--- src/rtl/seg7_score_scanner.sv ---
`default_nettype none
// ============================================================================
// Module   : seg7_score_scanner
// Purpose  : Multiplexed 8-digit common 7-segment driver for a binary score.
//            The score is converted to BCD by a sequential double-dabble
//            engine, then scanned one digit at a time with leading-zero
//            blanking, overflow dashes, blink and per-digit decimal points.
//            A one-entry pending buffer holds a load that arrives while a
//            conversion is running (latest load wins).
// Ports    : clk      - system clock, rising edge
//            nRST     - asynchronous active-low reset
//            value    - unsigned score (DATA_W bits), captured on load
//            load     - single-cycle capture request
//            blank_lz - 1 = blank leading zeros
//            blink_en - 1 = blink the whole display
//            dp_mask  - bit k lights the decimal point of digit k
//            SEG_COM  - digit enables, active-low, bit 0 = rightmost digit
//            SEG_DATA - segments {a,b,c,d,e,f,g,dp}, active-high
//            busy     - conversion in progress
//            overflow - last committed value >= 10^N_DIGITS
// Revision : 1.0 - initial release
// ============================================================================
module seg7_score_scanner #(
    parameter int DATA_W       = 14,
    parameter int N_DIGITS     = 4,
    parameter int SCAN_DIV     = 10000,
    parameter int BLINK_FRAMES = 250
) (
    input  logic              clk,
    input  logic              nRST,
    input  logic [DATA_W-1:0] value,
    input  logic              load,
    input  logic              blank_lz,
    input  logic              blink_en,
    input  logic [7:0]        dp_mask,
    output logic [7:0]        SEG_COM,
    output logic [7:0]        SEG_DATA,
    output logic              busy,
    output logic              overflow
);

    // Decimal digits needed to hold 2^w - 1.
    function automatic int bcd_digits_f(input int w);
        longint m;
        int     n;
        m = (longint'(1) << w) - 1;
        n = 0;
        for (int i = 0; i < 20; i++) begin
            if (m != 0) begin
                n++;
                m = m / 10;
            end
        end
        return (n == 0) ? 1 : n;
    endfunction

    function automatic longint pow10_f(input int n);
        longint p;
        p = 1;
        for (int i = 0; i < n; i++) p = p * 10;
        return p;
    endfunction

    function automatic logic [7:0] seg_code_f(input logic [3:0] d);
        case (d)
            4'd0:    return 8'hFC;
            4'd1:    return 8'h60;
            4'd2:    return 8'hDA;
            4'd3:    return 8'hF2;
            4'd4:    return 8'h66;
            4'd5:    return 8'hB6;
            4'd6:    return 8'hBE;
            4'd7:    return 8'hE0;
            4'd8:    return 8'hFE;
            4'd9:    return 8'hF6;
            default: return 8'h00;
        endcase
    endfunction

    localparam int          BCD_DIGITS = bcd_digits_f(DATA_W);
    localparam int          BCD_W      = 4 * BCD_DIGITS;
    localparam int          CNT_W      = $clog2(DATA_W + 1);
    localparam int          DIV_W      = $clog2(SCAN_DIV);
    localparam int          FRM_W      = $clog2(BLINK_FRAMES + 1);
    localparam logic [CNT_W-1:0] CNT_LAST  = CNT_W'(DATA_W - 1);
    localparam logic [DIV_W-1:0] DIV_LAST  = DIV_W'(SCAN_DIV - 1);
    localparam logic [FRM_W-1:0] FRM_LAST  = FRM_W'(BLINK_FRAMES - 1);
    localparam logic [2:0]       IDX_LAST  = 3'(N_DIGITS - 1);
    localparam logic [63:0]      OVF_LIMIT = 64'(pow10_f(N_DIGITS));

    typedef enum logic [1:0] {
        IDLE   = 2'd0,
        SHIFT  = 2'd1,
        COMMIT = 2'd2
    } state_e;

    // Conversion state
    state_e              state_q, state_d;
    logic [CNT_W-1:0]    cnt_q, cnt_d;
    logic [DATA_W-1:0]   bin_q, bin_d;      // shifts out MSB-first
    logic [BCD_W-1:0]    bcd_q, bcd_d;
    logic [DATA_W-1:0]   cap_q, cap_d;      // unshifted copy for overflow test
    logic [DATA_W-1:0]   pend_q, pend_d;
    logic                pend_vld_q, pend_vld_d;
    logic [31:0]         disp_q, disp_d;
    logic                ovf_q, ovf_d;
    // Scan / blink state
    logic [DIV_W-1:0]    div_q, div_d;
    logic [2:0]          idx_q, idx_d;
    logic [FRM_W-1:0]    frm_q, frm_d;
    logic                phase_q, phase_d;  // 1 = on phase
    logic [7:0]          com_q, com_d;
    logic [7:0]          seg_q, seg_d;

    logic [BCD_W-1:0]    w_adj;
    logic [BCD_W-1:0]    w_bcd_step;
    logic [31:0]         w_bcd32;
    logic                w_frame;

    // One double-dabble iteration: add 3 to every digit >= 5, then shift.
    always_comb begin
        w_adj = bcd_q;
        for (int k = 0; k < BCD_DIGITS; k++) begin
            if (bcd_q[4*k +: 4] >= 4'd5) w_adj[4*k +: 4] = bcd_q[4*k +: 4] + 4'd3;
        end
        w_bcd_step = {w_adj[BCD_W-2:0], bin_q[DATA_W-1]};
    end

    // Fit the BCD result into the 8-digit display register.
    generate
        if (BCD_W >= 32) begin : g_disp_trunc
            assign w_bcd32 = bcd_q[31:0];
        end else begin : g_disp_ext
            assign w_bcd32 = {{(32-BCD_W){1'b0}}, bcd_q};
        end
    endgenerate

    // Conversion FSM and pending buffer
    always_comb begin
        state_d    = state_q;
        cnt_d      = cnt_q;
        bin_d      = bin_q;
        bcd_d      = bcd_q;
        cap_d      = cap_q;
        pend_d     = pend_q;
        pend_vld_d = pend_vld_q;
        disp_d     = disp_q;
        ovf_d      = ovf_q;
        case (state_q)
            IDLE: begin
                if (load) begin
                    cap_d   = value;
                    bin_d   = value;
                    bcd_d   = '0;
                    cnt_d   = '0;
                    state_d = SHIFT;
                end
            end
            SHIFT: begin
                bcd_d = w_bcd_step;
                bin_d = bin_q << 1;
                cnt_d = cnt_q + 1'b1;
                if (cnt_q == CNT_LAST) state_d = COMMIT;
                if (load) begin
                    pend_d     = value;
                    pend_vld_d = 1'b1;
                end
            end
            COMMIT: begin
                disp_d = w_bcd32;
                ovf_d  = (64'(cap_q) >= OVF_LIMIT);
                // A load in this very cycle beats the pending entry.
                if (load || pend_vld_q) begin
                    cap_d      = load ? value : pend_q;
                    bin_d      = load ? value : pend_q;
                    bcd_d      = '0;
                    cnt_d      = '0;
                    pend_vld_d = 1'b0;
                    state_d    = SHIFT;
                end else begin
                    state_d = IDLE;
                end
            end
            default: state_d = IDLE;
        endcase
    end

    // Digit scan and blink phase
    always_comb begin
        div_d   = div_q + 1'b1;
        idx_d   = idx_q;
        w_frame = 1'b0;
        if (div_q == DIV_LAST) begin
            div_d = '0;
            if (idx_q == IDX_LAST) begin
                idx_d   = 3'd0;
                w_frame = 1'b1;
            end else begin
                idx_d = idx_q + 3'd1;
            end
        end
        frm_d   = frm_q;
        phase_d = phase_q;
        if (!blink_en) begin
            frm_d   = '0;
            phase_d = 1'b1;
        end else if (w_frame) begin
            if (frm_q == FRM_LAST) begin
                frm_d   = '0;
                phase_d = ~phase_q;
            end else begin
                frm_d = frm_q + 1'b1;
            end
        end
    end

    // Registered segment / common outputs for the active digit
    always_comb begin
        logic [7:0] blank;
        logic       acc;
        logic [7:0] code;
        // blank[k]: digit k and every digit above it are zero
        blank = '0;
        acc   = blank_lz;
        for (int k = 7; k >= 1; k--) begin
            if (k < N_DIGITS) begin
                acc      = acc & (disp_q[4*k +: 4] == 4'd0);
                blank[k] = acc;
            end
        end
        if (ovf_q)             code = 8'h02;
        else if (blank[idx_q]) code = 8'h00;
        else                   code = seg_code_f(disp_q[{idx_q, 2'b00} +: 4]);
        // blink_en low overrides a stale off phase immediately
        if (phase_q || !blink_en) begin
            com_d = ~(8'd1 << idx_q);
            seg_d = code | {7'd0, dp_mask[idx_q]};
        end else begin
            com_d = 8'hFF;
            seg_d = 8'h00;
        end
    end

    always_ff @(posedge clk or negedge nRST) begin
        if (!nRST) begin
            state_q    <= IDLE;
            cnt_q      <= '0;
            bin_q      <= '0;
            bcd_q      <= '0;
            cap_q      <= '0;
            pend_q     <= '0;
            pend_vld_q <= 1'b0;
            disp_q     <= '0;
            ovf_q      <= 1'b0;
            div_q      <= '0;
            idx_q      <= 3'd0;
            frm_q      <= '0;
            phase_q    <= 1'b1;
            com_q      <= 8'hFF;
            seg_q      <= 8'h00;
        end else begin
            state_q    <= state_d;
            cnt_q      <= cnt_d;
            bin_q      <= bin_d;
            bcd_q      <= bcd_d;
            cap_q      <= cap_d;
            pend_q     <= pend_d;
            pend_vld_q <= pend_vld_d;
            disp_q     <= disp_d;
            ovf_q      <= ovf_d;
            div_q      <= div_d;
            idx_q      <= idx_d;
            frm_q      <= frm_d;
            phase_q    <= phase_d;
            com_q      <= com_d;
            seg_q      <= seg_d;
        end
    end

    assign SEG_COM  = com_q;
    assign SEG_DATA = seg_q;
    assign busy     = (state_q != IDLE);
    assign overflow = ovf_q;

endmodule
`default_nettype wire
--- config.mk ---
export PLATFORM = sky130hd
export DESIGN_NAME = seg7_score_scanner
export DESIGN_NICKNAME = d
export VERILOG_FILES = /design/src/rtl/seg7_score_scanner.sv
export SDC_FILE = /design/constraint.sdc
export NUM_CORES = 1
export LEC_CHECK = 0
export ABC_AREA = 1
export CORE_MARGIN = 3
export CORE_UTILIZATION = 45
export CTS_CLUSTER_DIAMETER = 80
export DETAILED_ROUTE_END_ITERATION = 7
export GPL_ROUTABILITY_DRIVEN = 0
export PLACE_DENSITY = 0.66
export SLEW_MARGIN = 15
export SYNTH_ARGS = -nofsm -noshare
export SYNTH_HDL_FRONTEND = slang
export SYNTH_SLANG_ARGS = --single-unit
--- constraint.sdc ---
create_clock -name clk -period 2.7 [get_ports clk]
set_input_delay 0.405 -clock clk [delete_from_list [all_inputs] [get_ports clk]]
set_output_delay 0.405 -clock clk [all_outputs]
set_load 0.02 [all_outputs]
-- Word-level counts from Yosys, hierarchy flattened
Memories as Yosys holds them, arrays and structs flattened.
Cells that the tools add are included.
- word-level logic and storage cells: 109
- output and inout port bits: 18
- register bits after elaboration: 132
- memory bits (read-only): 112
- memories: 1
- add/subtract/negate cells: 9
- bitwise logic cells: 6
- multiplexer cells: 41
- magnitude comparators: 7
- reductions and logical operators: 16
- eq/ne operators: 12
- shift operators: 2
- memories (name ; depth ; bits a word ; rd ports ; clocked after memory_dff ; wr ports ; RTL line ; RTL):
    (no name shown) ; 16 ; 7 ; 1 ; 0 ; 0 ; 65 ; case (d)
- operators with widths (cell ; number):
    case mux 20 bit (3 select lines) ; 1
    2-to-1 mux 14 bit ; 4
    2-to-1 mux 8 bit ; 7
    case mux 14 bit (3 select lines) ; 1
    2-to-1 mux 20 bit ; 2
    indexed part select 32 x 6 -> 4 bit ; 1
    case mux 14 bit (2 select lines) ; 1
    2-to-1 mux 4 bit ; 6
    >= comparator 4 x 3 -> 1 bit, second input constant ; 5
    adder 4 x 2 -> 4 bit, second input constant ; 4
    adder 14 x 1 -> 14 bit, second input constant ; 1
    == test 14 bit, second input constant ; 1
    >= comparator 14 bit, second input constant ; 1
    logical NOT 4 bit ; 3
    case mux 4 bit (3 select lines) ; 1
    2-to-1 mux 1 bit ; 10
    AND reduction 3 bit ; 3
    adder 8 x 1 -> 8 bit, second input constant ; 1
    == test 8 bit, second input constant ; 1
    inequality test 2 bit, second input constant ; 4
    inverter 8 bit ; 1
    OR 8 x 1 -> 8 bit ; 1
    << shifter 1 x 3 -> 8 bit, first input constant ; 1
    binary-select mux 1 bit (select 3 bit) ; 2
    21 further kinds ; 30

-- Longest topological paths before layout
- depth in word-level cells: 10
- depth in mapped cells: 13
- depth with buffers taken out: 12

-- Worst setup path before layout
Ideal clock, no wire load.
- path kind: reg-to-reg
- start: register idx_q[0]
- end: register seg_q[1], in the netlist SEG_DATA[1]
- library setup time: 0.077 ns
- arrival: 1.799 ns
- required time: 2.623 ns
- path buffers: 2
- stages on the path, launching flop included: 13
- path slack: 0.823 ns
- path through: dfrtp_1 > buf_4 > buf_2 > o21ai_0 > nand2_1 > a21oi_1 > inv_1 > ha_1 > inv_1 > nand2_1 > nand3_1 > nand2_1 > a21oi_1
- cells in the longest elaborated chain, start to end: 6
- ends and longest elaborated chain (item ; RTL line ; RTL):
    start, declared ; 109 ; logic [2:0] idx_q, idx_d;
    start signal, assigned ; 272 ; idx_q <= idx_d;
    indexed part select 32 x 6 -> 4 bit / binary-select mux 1 bit (select 3 bit) (equally long branches) ; 233, 232 ;
    memory (16 x 7 bit) / 2-to-1 mux 1 bit (equally long branches) ; - ;
    2-to-1 mux 8 bit (*) ; 232 ; else if (blank[idx_q]) code = 8'h00;
    2-to-1 mux 8 bit (*) ; 231 ; if (ovf_q) code = 8'h02;
    OR 8 x 1 -> 8 bit (*) ; 237 ; seg_d = code | {7'd0, dp_mask[idx_q]};
    2-to-1 mux 8 bit (*) ; 235 ; if (phase_q || !blink_en) begin
    via seg_d[1] ; 113 ; logic [7:0] seg_q, seg_d;
    end signal, assigned ; 276 ; seg_q <= seg_d;
    end, declared ; 113 ;
Mark *: on every way through the listed nets, which the timed path passes. The rest lies on a longest branch. The select of a mux whose other input is x is not followed.
A chain may end at the register's enable or synchronous reset.

-- Final worst setup path
- start: register state_q[0]
- end: register bcd_q[19]
- cells in the longest elaborated chain, start to end: 3
- ends and longest elaborated chain (item ; RTL line ; RTL):
    start, declared ; 98 ; state_e state_q, state_d;
    start signal, assigned ; 262 ; state_q <= state_d;
    == test 2 bit (tied with other cells) ; 149 ; case (state_q)
    inequality test 2 bit (no source line) / nonzero test 3 bit (equally long branches) ; - ;
    AND reduction 3 bit (no source line) ; - ;
    end signal, assigned ; 249 ; bcd_q <= '0;
    end signal, assigned ; 265 ; bcd_q <= bcd_d;
    end, declared ; 101 ; logic [BCD_W-1:0] bcd_q, bcd_d;
Several ways; a longest one is shown, not always the timed one.

==> results.json <==
{
  "status": "finished, final reports clean",
  "ctsHtreeMaxLevel": 4,
  "fin_skew_ns": 0.008120,
  "synth_cell_types": 42,
  "synthArstFlopShare_pct": 100.0,
  "power_frac_seq_pct": 35.7,
  "finalPower_uw": 7048,
  "drv_cap": 0,
  "min_path_type": "primary input to async pin",
  "cellLeakagePower_uw": 0.003588,
  "drt_iter0_markers": 395,
  "ys.flop_type": "dfrtp_1",
  "worst_pin_slew_ns": 0.8805,
  "synthTopCellsByArea": "dfrtp_1, nand2_1, o21ai_0",
  "finalHoldViolCount": 0,
  "grt_usage_pct": 18.33,
  "p_int_uw": 4677,
  "fin_crit_sh_pct": 84.79,
  "crit_fanout": 21,
  "clkSinkCount": 128,
  "syn_inst": 790,
  "ctsResizeCount": 0,
  "fillerInstances": 1263,
  "grt_setup_unrepaired": "no",
  "ys_seq_area_share_pct": 48.12,
  "synth_top_cell_by_area": "dfrtp_1",
  "start_util_pct": 47.03,
  "grt_pass1_wl_mm": 24.37,
  "worst_slew_margin_rel_pct": 41.30,
  "required_ns": 3.02,
  "p_clk_share_pct": 34.2,
  "tns_ns": 0,
  "wl_per_cell_um": 13.76,
  "power_density_mw_per_mm2": 894.4,
  "swShare_pct": 33.63,
  "antenna_found_initial": 0,
  "via_per_inst": 5.294,
  "wl_mm": 14.04,
  "nNetsFinal": 882,
  "synth-edff-count": 0,
  "grt_max_degree": 72,
  "cts_tree": "built",
  "synth_common_cells": "nand2_1, dfrtp_1, inv_1, o21ai_0, nor2_1",
  "fp.dieArea_mm2": 0.01634,
  "ant_nets": 0,
  "clkTransAtPathRegs_ns": 0.06,
  "drive_above_1_share_pct": 10.24,
  "die_h_um": 127.8,
  "coreArea_mm2": 0.01420,
  "slew_violations": 0,
  "via_count": 5400,
  "post-dp-hpwl_mm": 9.730,
  "die_w_um": 127.8,
  "post_cts_buffers": 0,
  "ys_warn_count": 0,
  "synth.most_common_cell": "nand2_1",
  "ir_worst_vdd_mv": 0.7862,
  "max_freq_mhz": 436.8,
  "io_pins": 45,
  "drt-pass1-iter-count": 5,
  "setup_viol": 0,
  "syn-cell-area_mm2": 0.006680,
  "num_antenna_cells": 0,
  "numCtsBuffers": 17,
  "cts_root_buf": "clkbuf_16",
  "drc": 0,
  "synthesis.nets": 845,
  "end_kind": "flop",
  "insertion_delay_ns": 0.42,
  "cp.arrival_ns": 2.61,
  "p_switching_uw": 2370,
  "num_rows": 43,
  "final_util_pct": 55.48,
  "criticalPathCategory": "flop to flop",
  "cp-start-kind": "flop",
  "gr-total-overflow": 0,
  "synth_top_area_share_pct": 44.58,
  "min_period_ns": 2.289,
  "area_growth_pct": 17.96,
  "grt_pass1_vias": 5355,
  "p_comb_share_pct": 30.1,
  "clockBufferDepth": 2,
  "avgSynthCellArea_um2": 8.456,
  "port-buffer-count": 44,
  "ys_ff_latch": 128
}
## stage by stage
stage	hold slack, ns	cell area (um^2)	setup slack (ns)	instances
3_5_place_dp	0.2739	7243	0.4169	987
6_report	0.3745	7880	0.4106	1020
5_1_grt	0.3792	7880	0.1317	1020
2_1_floorplan	0.1094	6680	0.8234	790
4_1_cts	0.3663	7880	0.3846	1020
3_3_place_gp	0.2740	7243	0.5042	987
## sequential cells by signal (all words and copies together), names as in the netlist, 2 cells and up
| register | cells |
|---|---|
| bcd_q | 20 |
| disp_q | 20 |
| bin_q | 14 |
| div_q | 14 |
| pend_q | 14 |
| cap_q | 10 |
| SEG_COM | 8 |
| SEG_DATA | 8 |
| frm_q | 8 |
| cnt_q | 4 |
| idx_q | 3 |
| state_q | 2 |
## per-layer routing
layer / track usage (%) / part of all wire (%) / wire length, um
met1: 24.53 / 47 / 6641
met2: 29.24 / 46 / 6524
met3: 4.333 / 4.4 / 619
met4: 6.617 / 1.8 / 249
met5: 0 / 0 / 0
## power groups by stage
| stage | Sequential, uW | Clock, uW | Combinational, uW |
|---|---|---|---|
| after global placement | 2530 | 0 | 2060 |
| after detailed placement | 2550 | 0 | 2130 |
| after CTS | 2520 | 2460 | 2150 |
| after floorplan | 2570 | 0 | 1490 |
| after global routing | 2570 | 2550 | 2430 |
| final | 2520 | 2410 | 2120 |
## worst max-delay path: stages, from the launching register on
cell and delay, ns:
dfrtp_1 0.37, inv_1 0.08, ha_1 0.23, inv_2 0.27, nor3_1 0.13, nor3_4 0.35
nand2_1 0.49, o22ai_1 0.26
## final cells by class
class / instances / area [um^2] / share of cell area [%]
clock buffers: 18 / 439.2 / 5.573
clock inverters: 14 / 187.7 / 2.382
inverters: 113 / 426.7 / 5.414
multi-input cells: 513 / 2859 / 36.28
flip-flops and latches: 128 / 3214 / 40.79
well taps: 180 / 225.2 / 2.858
repair buffers: 54 / 528.0 / 6.701
## cells by family (layout without fill, tap and decap cells)
family          count (synthesis)  count (layout)  share of synthesized area [%]
buf+inv                       149             199                          9.178
fa+ha+maj                      28              28                          5.244
mux                             1               1                         0.1498
simple gates                  280             280                          18.66
xor+xnor                       14              14                          1.836
flops                         128             128                          48.12
compound gates                190             190                          16.82
## cell usage in the layout (no fill, tap or decap), types with 2 or more instances in the layout
cell type	instances
clkinvlp_4	4
bufinv_16	4
o21ai_0	88
a21oi_1	23
o21ai_1	5
inv_6	2
o21a_1	4
ha_1	28
o211ai_1	41
nand3_1	41
nor3_4	2
inv_2	7
nand2_2	2
nor2_1	51
or2_2	10
nor3_1	9
nand4_1	8
nor4_1	2
clkinv_2	4
dfrtp_1	119
buf_4	9
clkbuf_16	17
nor2_2	5
clkdlybuf4s50_1	43
nand2_4	2
dfstp_2	9
nand2_1	142
o22ai_1	23
o21ai_2	2
xor2_1	13
inv_1	104
## final timing paths
path / end / slack, ns / start / cells after the start
hold / removal: div_q[5] / 0.37 / nRST / 2
min in group clk: div_q[0] / 0.46 / div_q[0] / 1
setup reg to reg: bcd_q[19] / 0.41 / state_q[0] / 7
setup / recovery: bcd_q[19] / 0.41 / state_q[0] / 7
hold reg to reg: div_q[0] / 0.46 / div_q[0] / 1
max in group asynchronous: cap_q[12] / 1.52 / nRST / 3
## repair_timing
action | CTS | global route
hold endpoints to repair | 10 | 0
hold buffers | 1 | 0
setup endpoints to repair | 0 | 0
Power figures use the tool's default switching activity.
